`src/rtl/csr_stream_encoder_pkg.sv`:
```
// csr_stream_encoder_pkg: FSM states, widths and word-packing helpers for the CSR stream encoder
package csr_stream_encoder_pkg;
    typedef enum logic [2:0] {IDLE, ENCODE, PTRS, TRAIL, DONE} state_t;
    localparam int NNZ_W = 14;
    localparam int ROW_ADDR_W = 10;
    localparam int COL_W = 14;
    localparam int COL_PAD_W = 32 - COL_W;
    localparam int IDX_PAD_W = 32 - ROW_ADDR_W;
    function automatic logic [31:0] pack_col(input logic [COL_W-1:0] c);
        return {{COL_PAD_W{1'b0}}, c};
    endfunction
    function automatic logic [31:0] pack_idx(input logic [ROW_ADDR_W-1:0] i);
        return {{IDX_PAD_W{1'b0}}, i};
    endfunction
endpackage

```
`src/rtl/csr_stream_encoder_if.sv`:
```
// csr_stream_encoder_if: dense input and CSR pair output handshakes
interface csr_stream_encoder_if;
    logic [31:0] din;
    logic        din_valid;
    logic        din_ready;
    logic [31:0] tx_word1;
    logic [31:0] tx_word2;
    logic        tx_valid;
    logic        tx_ready;
    logic        tx_last;
    modport master (output din, din_valid, tx_ready, input din_ready, tx_word1, tx_word2, tx_valid, tx_last);
    modport slave (input din, din_valid, tx_ready, output din_ready, tx_word1, tx_word2, tx_valid, tx_last);
endinterface

```
`src/rtl/csr_stream_encoder_tx_reg.sv`:
```
// csr_tx_reg: single output holding register with valid/ready handshake
module csr_tx_reg (
    input  logic        clk,
    input  logic        reset,
    input  logic        load,
    input  logic [31:0] next_word1,
    input  logic [31:0] next_word2,
    input  logic        next_last,
    input  logic        tx_ready,
    output logic        tx_valid,
    output logic [31:0] tx_word1,
    output logic [31:0] tx_word2,
    output logic        tx_last
);
    always_ff @(posedge clk or negedge reset) begin
        if (!reset) begin
            tx_valid <= 1'b0;
            tx_word1 <= '0;
            tx_word2 <= '0;
            tx_last  <= 1'b0;
        end else if (load) begin
            tx_valid <= 1'b1;
            tx_word1 <= next_word1;
            tx_word2 <= next_word2;
            tx_last  <= next_last;
        end else if (tx_ready) begin
            tx_valid <= 1'b0;
        end
    end
endmodule

```
`src/rtl/csr_stream_encoder.sv`:
```
// csr_stream_encoder: dense row-major matrix to CSR pair stream; CSR_MAXROW_EN adds max_row_nnz output
module csr_stream_encoder #(
    parameter int ROWS  = 16,
    parameter int COLS  = 16,
    parameter int NNZ_W = csr_stream_encoder_pkg::NNZ_W
) (
    input  logic clk,
    input  logic reset,
    input  logic start,
    csr_stream_encoder_if.slave bus,
    output logic busy,
    output logic done,
    output logic ovf
`ifdef CSR_MAXROW_EN
    ,
    output logic [NNZ_W-1:0] max_row_nnz
`endif
);
    import csr_stream_encoder_pkg::*;
    localparam int PW = $clog2(ROWS + 1);
    localparam int IDX_W = ROW_ADDR_W + 1;
    state_t state, nxt;
    logic [COL_W-1:0] col;
    logic [ROW_ADDR_W-1:0] row;
    logic [IDX_W-1:0] idx;
    logic [NNZ_W-1:0] nnz, nnz_n;
    logic [NNZ_W-1:0] ptr [ROWS+1];
    logic free, accept, nz, sat, inc, wrap, last_el, ptr_load, load, last;
    logic [31:0] word1, word2;

    assign free      = !bus.tx_valid || bus.tx_ready;
    assign bus.din_ready = state == ENCODE && free;
    assign accept    = bus.din_valid && bus.din_ready;
    assign nz        = bus.din != '0;
    assign sat       = &nnz;
    assign inc       = accept && nz && !sat;
    assign nnz_n     = nnz + NNZ_W'(inc);
    assign wrap      = col == COL_W'(COLS - 1);
    assign last_el   = wrap && row == ROW_ADDR_W'(ROWS - 1);
    assign ptr_load  = state == PTRS && free && idx != IDX_W'(ROWS + 1);
    assign busy      = state inside {ENCODE, PTRS, TRAIL};
    assign done      = state == DONE;

    always_ff @(posedge clk or negedge reset) begin
        if (!reset) state <= IDLE;
        else state <= nxt;
    end

    always_comb begin
        nxt   = state;
        load  = 1'b0;
        word1 = '0;
        word2 = '0;
        last  = 1'b0;
        case (state)
            IDLE: nxt = start ? ENCODE : IDLE;
            ENCODE: begin
                load  = inc;
                word1 = bus.din;
                word2 = pack_col(col);
                nxt   = accept && last_el ? PTRS : ENCODE;
            end
            PTRS: begin
                load  = free;
                word1 = ptr_load ? pack_idx(idx[ROW_ADDR_W-1:0]) : 32'(nnz);
                word2 = ptr_load ? 32'(ptr[PW'(idx)]) : 32'(ROWS);
                last  = !ptr_load;
                nxt   = free && !ptr_load ? TRAIL : PTRS;
            end
            TRAIL: nxt = bus.tx_valid && bus.tx_ready ? DONE : TRAIL;
            DONE: nxt = IDLE;
            default: nxt = IDLE;
        endcase
    end

    always_ff @(posedge clk or negedge reset) begin
        if (!reset) begin
            col <= '0;
            row <= '0;
            idx <= '0;
            nnz <= '0;
            ovf <= 1'b0;
            for (int i = 0; i <= ROWS; i++) ptr[i] <= '0;
        end else if (state == IDLE && start) begin
            col <= '0;
            row <= '0;
            idx <= '0;
            nnz <= '0;
            ovf <= 1'b0;
        end else begin
            if (accept) begin
                nnz <= nnz_n;
                ovf <= ovf || (nz && sat);
                col <= wrap ? '0 : col + COL_W'(1);
                if (wrap) begin
                    row <= row + ROW_ADDR_W'(1);
                    ptr[PW'(row + ROW_ADDR_W'(1))] <= nnz_n;
                end
            end
            if (ptr_load) idx <= idx + IDX_W'(1);
        end
    end

`ifdef CSR_MAXROW_EN
    logic [NNZ_W-1:0] row_nnz;
    assign row_nnz = nnz_n - ptr[PW'(row)];
    always_ff @(posedge clk or negedge reset) begin
        if (!reset) max_row_nnz <= '0;
        else if (state == IDLE && start) max_row_nnz <= '0;
        else if (accept && wrap && row_nnz > max_row_nnz) max_row_nnz <= row_nnz;
    end
`endif

    csr_tx_reg u_tx (
        .clk        (clk),
        .reset      (reset),
        .load       (load),
        .next_word1 (word1),
        .next_word2 (word2),
        .next_last  (last),
        .tx_ready   (bus.tx_ready),
        .tx_valid   (bus.tx_valid),
        .tx_word1   (bus.tx_word1),
        .tx_word2   (bus.tx_word2),
        .tx_last    (bus.tx_last)
    );
endmodule

```
`src/flat_wrapper.sv`:
```
// flat-port wrapper written by rule: the top's interface ports become plain ports
module csr_stream_encoder_flat import csr_stream_encoder_pkg::*;
#(
    parameter int ROWS  = 16,
    parameter int COLS  = 16,
    parameter int NNZ_W = csr_stream_encoder_pkg::NNZ_W
)
  (clk, reset, start, busy, done, ovf, bus_din, bus_din_valid, bus_tx_ready, bus_din_ready, bus_tx_word1, bus_tx_word2, bus_tx_valid, bus_tx_last);
  csr_stream_encoder_if bus_i ();
  input  logic clk;
  input  logic reset;
  input  logic start;
  output logic busy;
  output logic done;
  output logic ovf;
  input wire logic [$bits(bus_i.din)-1:0] bus_din;
  input wire logic [$bits(bus_i.din_valid)-1:0] bus_din_valid;
  input wire logic [$bits(bus_i.tx_ready)-1:0] bus_tx_ready;
  output wire logic [$bits(bus_i.din_ready)-1:0] bus_din_ready;
  output wire logic [$bits(bus_i.tx_word1)-1:0] bus_tx_word1;
  output wire logic [$bits(bus_i.tx_word2)-1:0] bus_tx_word2;
  output wire logic [$bits(bus_i.tx_valid)-1:0] bus_tx_valid;
  output wire logic [$bits(bus_i.tx_last)-1:0] bus_tx_last;
  assign bus_i.din = bus_din;
  assign bus_i.din_valid = bus_din_valid;
  assign bus_i.tx_ready = bus_tx_ready;
  assign bus_din_ready = bus_i.din_ready;
  assign bus_tx_word1 = bus_i.tx_word1;
  assign bus_tx_word2 = bus_i.tx_word2;
  assign bus_tx_valid = bus_i.tx_valid;
  assign bus_tx_last = bus_i.tx_last;
  csr_stream_encoder #(.ROWS(ROWS), .COLS(COLS), .NNZ_W(NNZ_W)) u_core (.clk(clk), .reset(reset), .start(start), .bus(bus_i), .busy(busy), .done(done), .ovf(ovf));
endmodule
```
`config.mk`:
```
export PLATFORM = sky130hd
export DESIGN_NAME = csr_stream_encoder_flat
export DESIGN_NICKNAME = d
export VERILOG_FILES = /design/src/rtl/csr_stream_encoder_pkg.sv /design/src/rtl/csr_stream_encoder_if.sv /design/src/rtl/csr_stream_encoder_tx_reg.sv /design/src/rtl/csr_stream_encoder.sv /design/src/flat_wrapper.sv
export SDC_FILE = /design/constraint.sdc
export NUM_CORES = 1
export LEC_CHECK = 0
export CORE_MARGIN = 3
export CORE_UTILIZATION = 35
export CTS_CLUSTER_SIZE = 30
export DETAILED_ROUTE_END_ITERATION = 10
export GPL_ROUTABILITY_DRIVEN = 0
export RECOVER_POWER = 100
export SLEW_MARGIN = 0
export SYNTH_ARGS = -nofsm -noshare
export SYNTH_HDL_FRONTEND = slang
export SYNTH_HIERARCHICAL = 1
export SYNTH_SLANG_ARGS = --single-unit
```
`constraint.sdc`:
```
create_clock -name clk -period 3.6 [get_ports clk]
set_clock_uncertainty 0.1 [all_clocks]
set_input_delay 0.36 -clock clk [delete_from_list [all_inputs] [get_ports clk]]
set_output_delay 0.36 -clock clk [all_outputs]
set_load 0.02 [all_outputs]
```
==> results of run 1 <==
## flip-flops by register name (all words and copies together) (netlist names)
register              flops
u_core/col               14
u_core/idx               11
u_core/nnz               14
u_core/ovf                1
u_core/ptr              238
u_core/row               10
u_core/state              3
u_core/u_tx/tx_last       1
u_core/u_tx/tx_valid      1
u_core/u_tx/tx_word1     32
u_core/u_tx/tx_word2     32
## kinds of logic (layout without fill, tap and decap cells)
| logic type | after synthesis | count (layout) | share of synthesized area, % |
|---|---|---|---|
| DFF | 357 | 357 | 50.8 |
| AOI/OAI and AO/OA | 314 | 314 | 10.4 |
| muxes | 287 | 287 | 23.1 |
| and+or+nand+nor | 277 | 277 | 9.25 |
| buffers and inverters | 117 | 270 | 3.68 |
| xor gates and xnor gates | 42 | 42 | 2.09 |
| adders and majority gates | 10 | 10 | 0.712 |
| other | 1 | 18 | 0.0213 |
## cells in the final DEF (no fill, tap or decap), types with 12 or more instances in the layout
cell	instances
sky130_fd_sc_hd__xor2_1	12
sky130_fd_sc_hd__mux2i_1	27
sky130_fd_sc_hd__o21ai_0	218
sky130_fd_sc_hd__and3_1	20
sky130_fd_sc_hd__nor4_1	15
sky130_fd_sc_hd__nor3_1	17
sky130_fd_sc_hd__a21o_1	14
sky130_fd_sc_hd__nor2_1	35
sky130_fd_sc_hd__clkbuf_1	34
sky130_fd_sc_hd__o211ai_1	15
sky130_fd_sc_hd__and2_1	21
sky130_fd_sc_hd__mux4_2	50
sky130_fd_sc_hd__dfrtp_1	354
sky130_fd_sc_hd__nand2_1	65
sky130_fd_sc_hd__inv_1	12
sky130_fd_sc_hd__xnor2_1	24
sky130_fd_sc_hd__buf_4	48
sky130_fd_sc_hd__clkbuf_16	41
sky130_fd_sc_hd__mux2_1	94
sky130_fd_sc_hd__mux2_2	110
sky130_fd_sc_hd__a22oi_1	16
sky130_fd_sc_hd__nand4_1	22
sky130_fd_sc_hd__a21oi_1	12
sky130_fd_sc_hd__nand3_1	33
sky130_fd_sc_hd__dlygate4sd3_1	71
sky130_fd_sc_hd__clkdlybuf4s50_1	35
sky130_fd_sc_hd__conb_1	18
## power groups by stage
stage,Combinational (uW),Clock [uW],Sequential [uW]
after global placement,1480,0,4450
final,1310,3920,4370
after floorplan,612,0,4600
after detailed placement,1490,0,4460
after global routing,1400,4170,4400
after CTS,1500,3990,4390
## how the worst min path moves through the flow
stage	from	cells after the start	endpoint
floorplan	reset	0	u_core/col[0]$_DFFE_PN0P_
global placement	reset	1	u_core/u_tx/tx_word1[24]$_DFFE_PN0P_
detailed placement	reset	1	u_core/u_tx/tx_word1[24]$_DFFE_PN0P_
CTS	reset	2	u_core/u_tx/tx_word1[14]$_DFFE_PN0P_
global route	reset	2	u_core/u_tx/tx_word1[24]$_DFFE_PN0P_
finish	reset	2	u_core/u_tx/tx_word1[16]$_DFFE_PN0P_
## layout make-up
type	count	area, sq um	share of cell area (%)
Sequential cell	357	8940	43.7
Multi-Input combinational cell	948	7830	38.2
Timing Repair Buffer	188	1580	7.72
Clock buffer	61	1170	5.72
Tap cell	664	831	4.06
Clock inverter	9	72.6	0.355
Inverter	12	45.0	0.220
## timing repair
action                     CTS  global route
hold buffers                 1             0
hold endpoints to repair    87             0
setup endpoints to repair    0            33
gates resized for setup      0             6
## synth_stat cells, types with 11 or more instances
| cell type | n |
|---|---|
| sky130_fd_sc_hd__nor4_1 | 15 |
| sky130_fd_sc_hd__a21oi_1 | 12 |
| sky130_fd_sc_hd__and3_1 | 20 |
| sky130_fd_sc_hd__o211ai_1 | 15 |
| sky130_fd_sc_hd__mux2i_1 | 27 |
| sky130_fd_sc_hd__buf_6 | 16 |
| sky130_fd_sc_hd__buf_2 | 18 |
| sky130_fd_sc_hd__nor3_1 | 16 |
| sky130_fd_sc_hd__mux2_2 | 111 |
| sky130_fd_sc_hd__dfrtp_1 | 357 |
| sky130_fd_sc_hd__nand4_1 | 22 |
| sky130_fd_sc_hd__mux4_2 | 50 |
| sky130_fd_sc_hd__a22oi_1 | 16 |
| sky130_fd_sc_hd__o21ai_0 | 210 |
| sky130_fd_sc_hd__clkbuf_1 | 60 |
| sky130_fd_sc_hd__nor2_1 | 35 |
| sky130_fd_sc_hd__and2_1 | 21 |
| sky130_fd_sc_hd__mux2_1 | 21 |
| sky130_fd_sc_hd__xnor2_1 | 29 |
| sky130_fd_sc_hd__inv_1 | 12 |
| sky130_fd_sc_hd__mux2_4 | 78 |
| sky130_fd_sc_hd__nand2_1 | 65 |
| sky130_fd_sc_hd__xor2_1 | 13 |
| sky130_fd_sc_hd__nand3_1 | 33 |
| sky130_fd_sc_hd__a21o_1 | 14 |
| sky130_fd_sc_hd__o21ai_1 | 11 |
## through the flow
stage | hold slack (ns) | instance area (sq um) | TNS, ns | power (uW)
finish | 0.336 | 20500 | 0 | 9610
global route | 0.384 | 20500 | 0 | 9980
CTS | 0.388 | 20900 | 0 | 9880
detailed placement | 0.348 | 19700 | -5.79 | 5950
global placement | 0.352 | 19700 | -2.37 | 5930
floorplan | -0.0356 | 17600 | 0 | 5220
## per-layer routing
metal | part of all wire (%) | wire [um] | global-route usage (%) | vias to the layer above
li1 | - | - | - | 5443
met1 | 43 | 21900 | 25.8 | 6421
met2 | 48 | 24500 | 31.5 | 436
met3 | 5.7 | 2890 | 3.27 | 85
met4 | 3.2 | 1650 | 6.27 | 0
met5 | 0 | 0 | 0 | -
==> results.md, run 1 <==
- Outcome: finished with violations
- Failing checks: capacitance limit, slew limit
- Top_reg_cell synth: sky130_fd_sc_hd__dfrtp_1
- Worst-Skew Late Latency: 0.53 ns
- Int Power: 7050 uW
- Peak per-stage delay on the critical path: 0.65 ns
- CTS Root Buffer Type: sky130_fd_sc_hd__clkbuf_16
- Post-synthesis instance area: 17,600 sq um
- Slowest cell on the critical path: sky130_fd_sc_hd__nor3_1
- Top-area cell type share of the netlist area: 50.8%
- Number of nets in the layout: 1,595
- Share of power burned in the clock network: 40.8%
- H-Tree Depth: 2
- Critical Path Start Type: flip-flop
- Final Hold Viols: 0
- Logic depth of the worst register-to-register path: 7
- Critical setup path kind: flip-flop to flip-flop
- Capturing element type of the critical path: flip-flop
- DRT antenna net count: 0
- Final antenna diode count: 0
- Register bit total from synthesis: 357
- Top achievable clock speed: 288 MHz
- DIE AREA: 53,000 sq um
- Max-slew violation count: 176
- DP Worst Slack: -0.265 ns
- Reg-to-reg startpoint: u_core/state[1]$_DFF_PN0_
- Number of different library cells in the post-synthesis netlist: 66
- Share of synthesized area occupied by flip-flops and latches: 50.8%
- Iteration-0 DRC Markers: 988
- Area added between synthesis and finish: 16.4%
- FF-to-FF setup slack: 0.13 ns
- Die Span Y: 230 um
- Synthesized area per cell: 12.5 sq um
- Worst rel slew slack: -32.2%
- Vias in the first global route: 12,600
- Net Switching: 2560 uW
- Path type of the worst min-delay path: input port to asynchronous set/reset pin
- Total congestion overflow: 0
- WL per Instance: 22.7 um
- Maximum VDD drop: 0.270 mV
- Setup Fix Bufs, Post-CTS: 0
- Post-route non-filler standard cell count: 2,239
- Crit path buf inv count: 2
- Leakage Power: 0.00905 uW
- Number of fill cells: 4,725
- Core Box Area: 49,300 sq um
- Cell type with the highest aggregate area in the netlist: sky130_fd_sc_hd__dfrtp_1
- Startpoint of the worst setup timing path: u_core/state[1]$_DFF_PN0_
- Fraction of final layout cells sized beyond drive strength 1: 19.9%
- RSZ-0062 raised after global routing: no
- Number of top-level design ports: 107
- FFs w/ async S/R, synth: 100%
- Share of the cycle needed by the critical path after routing: 96.4%
- Number of antenna violations at the first check in global routing: 0
- Via count normalized by instance count: 5.53
- Worst Slack Setup Final: 0.128 ns
- Global-route wire length before repair: 78,700 um
- CP required: 3.92 ns
- Die X-Extent: 230 um
- Vias: 12,400
- TritonCTS Buffers: 41
- Routed Wire Length: 50,900 um
- Total routing resource utilization after global routing: 19.2%
- Number of cell rows: 81
- Share of total power in sequential cells: 45.5%
- Number of synthesized flops with an enable pin: 0
- CP top delay family: simple AND/OR/NAND/NOR gates
- Number of cells on the critical path: 7
- First-pass iteration count of the detailed router: 5
- Combinational share of power: 13.7%
- Area contributors post-synth: sky130_fd_sc_hd__dfrtp_1, sky130_fd_sc_hd__mux2_2, sky130_fd_sc_hd__mux2_4
- Detailed placement HPWL: 33,400 um
- Post-placement cell count: 2,168
- Power density normalized to cell area: 469 nW/um^2
- Cells after synthesis: 1,405
- Worst flop-to-flop path endpoint: u_core/ptr[224]$_DFFE_PN0P_
- Setup violators final: 0
- Count of input and output buffers: 106
- Number of warnings printed during yosys synthesis: 6
- Arrival time at the worst endpoint: 3.79 ns
- Worst-path clk slew: 0.06 ns
- TritonCTS clock tree: done
- Maximum capacitance violations: 3
- Largest net degree at the start of global routing: 94
- Starting Density: 35.7%
- Fin util: 41.6%
- Ordered list of cells on the worst path: nor3b_4 -> buf_4 -> nand3_1 -> nor3_1 -> buf_4 -> nand3b_2 -> mux2_2
- Post-route DRC violation count: 0
- Clock buffer depth: 3
- Sw Ratio: 26.6%
- Total clock sinks: 357
- Minimum period implied by the final worst setup slack: 3.47 ns
- Max FO, Critical Path: 50
- Tightest Pin Transition: 1.98 ns
- Critical Path Sink: u_core/ptr[224]$_DFFE_PN0P_
- Cell type with the highest occurrence count on the critical path: sky130_fd_sc_hd__buf_4
(Power assumes the default switching activity.)
==> inputs of run 2 (changes only) <==
Settings changed: HOLD_SLACK_MARGIN set to 0.12.
==> results of run 2 <==
No change in the layout: final DEF, timing and power equal those of run 1.
==> inputs of run 3 (changes only) <==
Settings changed: GPL_TIMING_DRIVEN set to 1.
==> results of run 3 <==
No change in the layout: final DEF, timing and power equal those of run 1.
